**config.mk**
```make
export PLATFORM = sky130hd
export DESIGN_NAME = cmp_run_monitor_flat
export DESIGN_NICKNAME = d
export VERILOG_FILES = /design/src/rtl/cmp_run_monitor_if.sv /design/src/rtl/cmp_run_monitor.sv /design/src/flat_wrapper.sv
export SDC_FILE = /design/constraint.sdc
export NUM_CORES = 1
export LEC_CHECK = 0
export ABC_AREA = 0
export BUFFER_PORTS_ARGS = -buffer_cell sky130_fd_sc_hd__buf_2
export CORE_MARGIN = 5
export CORE_UTILIZATION = 45
export DETAILED_ROUTE_END_ITERATION = 6
export PLACE_DENSITY_LB_ADDON = 0.25
export RECOVER_POWER = 100
export SLEW_MARGIN = 20
export SYNTH_ARGS = -nofsm -noshare
export SYNTH_HDL_FRONTEND = slang
export SYNTH_SLANG_ARGS = --single-unit
```
**constraint.sdc**
```tcl
create_clock -name clk -period 2.9 [get_ports clk]
set_clock_uncertainty 0.1 [all_clocks]
set_input_delay 0.58 -clock clk [delete_from_list [all_inputs] [get_ports clk]]
set_output_delay 0.58 -clock clk [all_outputs]
set_load 0.005 [all_outputs]
```
**src/rtl/cmp_run_monitor_if.sv**
```systemverilog
// Sample-stream and event handshake bundle for cmp_run_monitor.
// Modports: slave is the monitor, master is whoever drives samples and consumes events.
interface cmp_run_monitor_if #(
    parameter int CNT_W = 8
);
    logic             in_valid;
    logic             in_c;
    logic             in_ready;
    logic             evt_valid;
    logic             evt_ready;
    logic [CNT_W-1:0] evt_index;
    logic [CNT_W-1:0] hit_count;
    logic [CNT_W-1:0] sample_count;

    modport slave (
        input  in_valid,
        input  in_c,
        input  evt_ready,
        output in_ready,
        output evt_valid,
        output evt_index,
        output hit_count,
        output sample_count
    );

    modport master (
        output in_valid,
        output in_c,
        output evt_ready,
        input  in_ready,
        input  evt_valid,
        input  evt_index,
        input  hit_count,
        input  sample_count
    );
endinterface

```
**src/rtl/cmp_run_monitor.sv**
```systemverilog
// Run monitor for the comparator result stream: counts samples/hits and reports RUN_LEN consecutive hits.
// Optional macro CMP_MON_SAT_EN makes the sample and hit counters saturate instead of wrapping.
module cmp_run_monitor #(
    parameter int RUN_LEN = 3,
    parameter int CNT_W   = 8
) (
    input  logic                clk,
    input  logic                rst_n,
    input  logic                clear,
    cmp_run_monitor_if.slave    bus
);

    typedef enum logic [1:0] {
        ST_IDLE   = 2'd0,
        ST_TRACK  = 2'd1,
        ST_REPORT = 2'd2
    } state_t;

    localparam int               RUN_W    = 8;
    localparam logic [RUN_W-1:0] RUN_LAST = RUN_W'(RUN_LEN - 1);
    localparam logic [RUN_W-1:0] RUN_ONE  = {{(RUN_W-1){1'b0}}, 1'b1};
    localparam logic [CNT_W-1:0] CNT_ZERO = {CNT_W{1'b0}};
    localparam logic [CNT_W-1:0] CNT_ONE  = {{(CNT_W-1){1'b0}}, 1'b1};
    localparam logic [CNT_W-1:0] CNT_MAX  = {CNT_W{1'b1}};

    function automatic logic [CNT_W-1:0] cnt_inc(input logic [CNT_W-1:0] v);
`ifdef CMP_MON_SAT_EN
        if (v == CNT_MAX) begin
            cnt_inc = v;
        end else begin
            cnt_inc = v + CNT_ONE;
        end
`else
        cnt_inc = v + CNT_ONE;
`endif
    endfunction

    state_t             r_state;
    state_t             w_state_nxt;
    logic [RUN_W-1:0]   r_run_cnt;
    logic [RUN_W-1:0]   w_run_nxt;
    logic [CNT_W-1:0]   r_sample_cnt;
    logic [CNT_W-1:0]   w_sample_nxt;
    logic [CNT_W-1:0]   r_hit_cnt;
    logic [CNT_W-1:0]   w_hit_nxt;
    logic [CNT_W-1:0]   r_evt_index;
    logic [CNT_W-1:0]   w_evt_index_nxt;
    logic               r_evt_valid;
    logic               w_evt_valid_nxt;
    logic               r_in_ready;
    logic               w_in_ready_nxt;
    logic               w_accept;

    // in_ready is a flop, so acceptance never depends combinationally on downstream.
    assign w_accept = bus.in_valid & r_in_ready;

    // Next-state and datapath decode; clear dominates any accept or handshake.
    always_comb begin
        w_state_nxt     = r_state;
        w_run_nxt       = r_run_cnt;
        w_sample_nxt    = r_sample_cnt;
        w_hit_nxt       = r_hit_cnt;
        w_evt_index_nxt = r_evt_index;
        w_evt_valid_nxt = r_evt_valid;
        w_in_ready_nxt  = r_in_ready;
        if (clear) begin
            w_state_nxt     = ST_IDLE;
            w_run_nxt       = {RUN_W{1'b0}};
            w_sample_nxt    = CNT_ZERO;
            w_hit_nxt       = CNT_ZERO;
            w_evt_index_nxt = CNT_ZERO;
            w_evt_valid_nxt = 1'b0;
            w_in_ready_nxt  = 1'b1;
        end else begin
            case (r_state)
                ST_IDLE, ST_TRACK: begin
                    if (w_accept) begin
                        w_sample_nxt = cnt_inc(r_sample_cnt);
                        if (bus.in_c) begin
                            w_hit_nxt = cnt_inc(r_hit_cnt);
                            if (r_run_cnt == RUN_LAST) begin
                                w_evt_index_nxt = r_sample_cnt;
                                w_evt_valid_nxt = 1'b1;
                                w_run_nxt       = {RUN_W{1'b0}};
                                w_state_nxt     = ST_REPORT;
                                w_in_ready_nxt  = 1'b0;
                            end else begin
                                w_run_nxt   = r_run_cnt + RUN_ONE;
                                w_state_nxt = ST_TRACK;
                            end
                        end else begin
                            w_run_nxt   = {RUN_W{1'b0}};
                            w_state_nxt = ST_IDLE;
                        end
                    end else begin
                        w_state_nxt = r_state;
                    end
                end
                ST_REPORT: begin
                    if (bus.evt_ready) begin
                        w_evt_valid_nxt = 1'b0;
                        w_state_nxt     = ST_IDLE;
                        w_in_ready_nxt  = 1'b1;
                    end else begin
                        w_evt_valid_nxt = 1'b1;
                    end
                end
                default: begin
                    w_state_nxt     = ST_IDLE;
                    w_run_nxt       = {RUN_W{1'b0}};
                    w_evt_valid_nxt = 1'b0;
                    w_in_ready_nxt  = 1'b1;
                end
            endcase
        end
    end

    // FSM state register.
    always_ff @(posedge clk or negedge rst_n) begin
        if (!rst_n) begin
            r_state <= ST_IDLE;
        end else begin
            r_state <= w_state_nxt;
        end
    end

    // Counters, event payload and handshake flags.
    always_ff @(posedge clk or negedge rst_n) begin
        if (!rst_n) begin
            r_run_cnt    <= {RUN_W{1'b0}};
            r_sample_cnt <= CNT_ZERO;
            r_hit_cnt    <= CNT_ZERO;
            r_evt_index  <= CNT_ZERO;
            r_evt_valid  <= 1'b0;
            r_in_ready   <= 1'b1;
        end else begin
            r_run_cnt    <= w_run_nxt;
            r_sample_cnt <= w_sample_nxt;
            r_hit_cnt    <= w_hit_nxt;
            r_evt_index  <= w_evt_index_nxt;
            r_evt_valid  <= w_evt_valid_nxt;
            r_in_ready   <= w_in_ready_nxt;
        end
    end

    assign bus.in_ready     = r_in_ready;
    assign bus.evt_valid    = r_evt_valid;
    assign bus.evt_index    = r_evt_index;
    assign bus.hit_count    = r_hit_cnt;
    assign bus.sample_count = r_sample_cnt;

endmodule

```
**src/flat_wrapper.sv**
```systemverilog
// flat-port wrapper written by rule: the top's interface ports become plain ports
module cmp_run_monitor_flat 
#(
    parameter int RUN_LEN = 3,
    parameter int CNT_W   = 8
)
  (clk, rst_n, clear, bus_in_valid, bus_in_c, bus_evt_ready, bus_in_ready, bus_evt_valid, bus_evt_index, bus_hit_count, bus_sample_count);
  cmp_run_monitor_if #(.CNT_W(CNT_W)) bus_i ();
  input  logic clk;
  input  logic rst_n;
  input  logic clear;
  input wire logic [$bits(bus_i.in_valid)-1:0] bus_in_valid;
  input wire logic [$bits(bus_i.in_c)-1:0] bus_in_c;
  input wire logic [$bits(bus_i.evt_ready)-1:0] bus_evt_ready;
  output wire logic [$bits(bus_i.in_ready)-1:0] bus_in_ready;
  output wire logic [$bits(bus_i.evt_valid)-1:0] bus_evt_valid;
  output wire logic [$bits(bus_i.evt_index)-1:0] bus_evt_index;
  output wire logic [$bits(bus_i.hit_count)-1:0] bus_hit_count;
  output wire logic [$bits(bus_i.sample_count)-1:0] bus_sample_count;
  assign bus_i.in_valid = bus_in_valid;
  assign bus_i.in_c = bus_in_c;
  assign bus_i.evt_ready = bus_evt_ready;
  assign bus_in_ready = bus_i.in_ready;
  assign bus_evt_valid = bus_i.evt_valid;
  assign bus_evt_index = bus_i.evt_index;
  assign bus_hit_count = bus_i.hit_count;
  assign bus_sample_count = bus_i.sample_count;
  cmp_run_monitor #(.RUN_LEN(RUN_LEN), .CNT_W(CNT_W)) u_core (.clk(clk), .rst_n(rst_n), .clear(clear), .bus(bus_i));
endmodule
```
==> reports/results.ini <==
[routing]
routedWlPerCell_microns = 15.34
totalWireLength_mm = 3.866
first_pass_iters = 4
ant_nets = 0
drt-initial-drc-count = 69
vias = 1394
drc = 0
via_per_inst = 5.532

[floorplanning]
die_h_microns = 73.32
rows = 23
die_w_microns = 73.32
initial_core_util_pct = 45.76
core-area_sq_um = 3943
io_pins = 32
dieArea_sq_um = 5376

[final_layout]
drive_above_1_share_pct = 13.37
area_delta_synth_final_pct = 13.18
final_nets = 211
fillers = 380
diodes = 0

[outcome]
outcome = finished with violations
violations = capacitance limit, slew limit

[cts]
cts_resized = 0
cts_tree = built
insertion_delay_ns = 0.29
cts_max_level = 2
clk_pin_slew_ns = 0.07
post_cts_buffers = 0
clockBufferDepth = 2
cts_buffers = 5
ctsRootBufferMaster = clkbuf_8
cts.sinks = 36
postCtsHoldBufs = 0

[synth]
synthDistinctLibCells = 44
syn_nets = 181
synth_ff_type = dfrtp_1
ys_ff_latch = 36
syn_inst = 171
synth_edf_count = 0
seq_area_frac_synth_pct = 50.00
synthArstFlopShare_pct = 100.0
syn-cell-area_sq_um = 1804
ys_warn_count = 0
synth_area_per_cell_sq_um = 10.55

[worst_setup_path]
worstSetupStartpoint = u_core.r_run_cnt[0]
start_kind = flip-flop
worstPathMaxFanout = 5
critical_path_required_ns = 2.95
critPathKind = reg2reg
critPathCaptureType = flip-flop
r2r-start = u_core.r_run_cnt[0]
cp.arrival_ns = 2.37

[sta]
worst_slack_ns = 0.5799
relSlewSlack_pct = -28.37
fmax_mhz = 431.0
period_needed_ns = 2.320
setup_tns_ns = 0
period_share_pct = 80.01
finalHoldViolCount = 0
worst_slew_pin_slew_ns = 1.926
rsz0062_at_grt = false
whs_ns = 0.4135
drv_slew = 37
finalSetupViolations = 0

[global_route]
grt_use_total_pct = 15.84
grt_overflow = 0
grt_max_degree = 37
antenna_found_initial = 0
grt_pass1_vias = 1414
grt_pass1_wl_mm = 6.610

[placement]
pre_cts_ws_ns = 0.6662
gp_congestion = 0.7924
dp_hpwl_mm = 2.712
placement.io_buffers = 31

[power_and_ir_drop]
leakage_nw = 0.9790
p_switching_mw = 0.2483
p_per_area_nw_per_um2 = 481.7
switching_share_pct = 25.24
comb_power_share_pct = 8.3
pwr-share-clk_pct = 37.7
p_int_mw = 0.7353
vdd_drop_max_uv = 313.9
p_seq_share_pct = 54.0

[flow_run]
maxCapViolations = 1

[min_path]
hp-class = reg2reg
min_from = u_core.bus.evt_index[4]

-- cell usage after synthesis, drive strengths merged, types with 2 or more instances --
| master | n | share of area [%] |
|---|---|---|
| a21oi | 5 | 1.4 |
| a22o | 3 | 1.5 |
| a31oi | 9 | 3.1 |
| and3 | 9 | 3.2 |
| buf | 6 | 1.9 |
| clkbuf | 2 | 0.42 |
| dfrtp | 35 | 49 |
| ha | 4 | 2.8 |
| inv | 4 | 0.83 |
| mux2i | 6 | 3.3 |
| nand2 | 12 | 2.5 |
| nand2b | 3 | 1.0 |
| nand3 | 7 | 2.2 |
| nand3b | 2 | 0.83 |
| nand4 | 4 | 1.4 |
| nor2 | 21 | 4.4 |
| nor3 | 2 | 0.55 |
| o2111ai | 2 | 0.97 |
| o21ai | 3 | 0.83 |
| o21bai | 2 | 0.83 |
| xnor2 | 2 | 0.97 |
| xor2 | 11 | 5.3 |
-- critical path, stage by stage (launching register included) --
cell and delay (ns):
dfrtp_1 0.41, inv_1 0.10, ha_1 0.15, nor3b_1 0.66
nand3_1 0.45, mux2i_1 0.27, nor2_1 0.06
-- flip-flops by register name, indices dropped and copies added (netlist names) --
signal	flops
u_core.bus.evt_index	8
u_core.bus.hit_count	8
u_core.bus.sample_count	8
u_core.r_run_cnt	8
u_core.r_state	2
u_core.bus.evt_valid	1
u_core.bus.in_ready	1
-- cells in the final DEF, fill, tap and decap left out, drive strengths merged, types with 2 or more instances in the layout --
cell type and n:
dfrtp 35, clkbuf 24, nor2 21, buf 14, nand2 12, xor2 11
a31oi 9, and3 9, nand3 7, mux2i 6, a21oi 5, inv 4
nand4 4, ha 4, nand2b 3, o21ai 3, a22o 3, nand3b 2
nor3 2, o2111ai 2, xnor2 2, o21bai 2
-- power groups by stage --
stage	sequential, mW	combinational [mW]	clock (mW)
floorplan	0.538	0.0554	0
global placement	0.540	0.0804	0
detailed placement	0.541	0.0835	0
CTS	0.532	0.0843	0.383
global route	0.534	0.0928	0.403
finish	0.531	0.0813	0.371
-- routing by layer --
| metal | wire length [microns] | share of wire (%) | track usage (%) |
|---|---|---|---|
| met5 | 0 | 0 | 0 |
| met4 | 59 | 1.5 | 6.640 |
| met3 | 160 | 4.1 | 3.010 |
| met2 | 1814 | 47 | 24.43 |
| met1 | 1832 | 47 | 21.88 |
-- cell families after synthesis --
group | share of synthesized area, %
AO/OA/AOI/OAI | 13.11
XOR/XNOR | 6.311
adder cells (fa/ha/maj) | 2.774
buffers and inverters | 3.190
flip-flops | 50.00
multiplexers | 3.329
AND/OR/NAND/NOR | 21.29
-- worst paths after layout --
check	to	slack, ns	depth (start not counted)
worst max-delay path	u_core.bus.evt_index[6]	0.58	6
min in group asynchronous	u_core.bus.evt_index[4]	0.72	1
worst max register to register	u_core.bus.evt_index[6]	0.58	6
worst min register to register	u_core.bus.evt_index[4]	0.41	1
max in group asynchronous	u_core.bus.evt_index[3]	0.87	1
worst min-delay path	u_core.bus.evt_index[4]	0.41	1
-- cell type report --
cell class,count,area (sq um),area share [%]
repair buffers,31,133.9,6.556
well taps,50,62.56,3.064
clock buffers,7,86.33,4.228
clock inverters,1,7.507,0.3676
flip-flops and latches,36,902.1,44.18
inverters,4,15.01,0.7353
multi-input cells,123,834.6,40.87
-- through the flow --
step | cells | power, mW | util [%] | area (sq um)
floorplan | 171 | 0.5931 | - | 1804
global placement | 244 | 0.6202 | 50.21 | 1979
detailed placement | 244 | 0.6249 | 50.21 | 1979
CTS | 252 | 0.9986 | 52.59 | 2073
global route | 252 | 1.029 | 51.79 | 2042
finish | 252 | 0.9836 | 51.79 | 2042
Note: power is estimated with default switching activity, not from simulation.
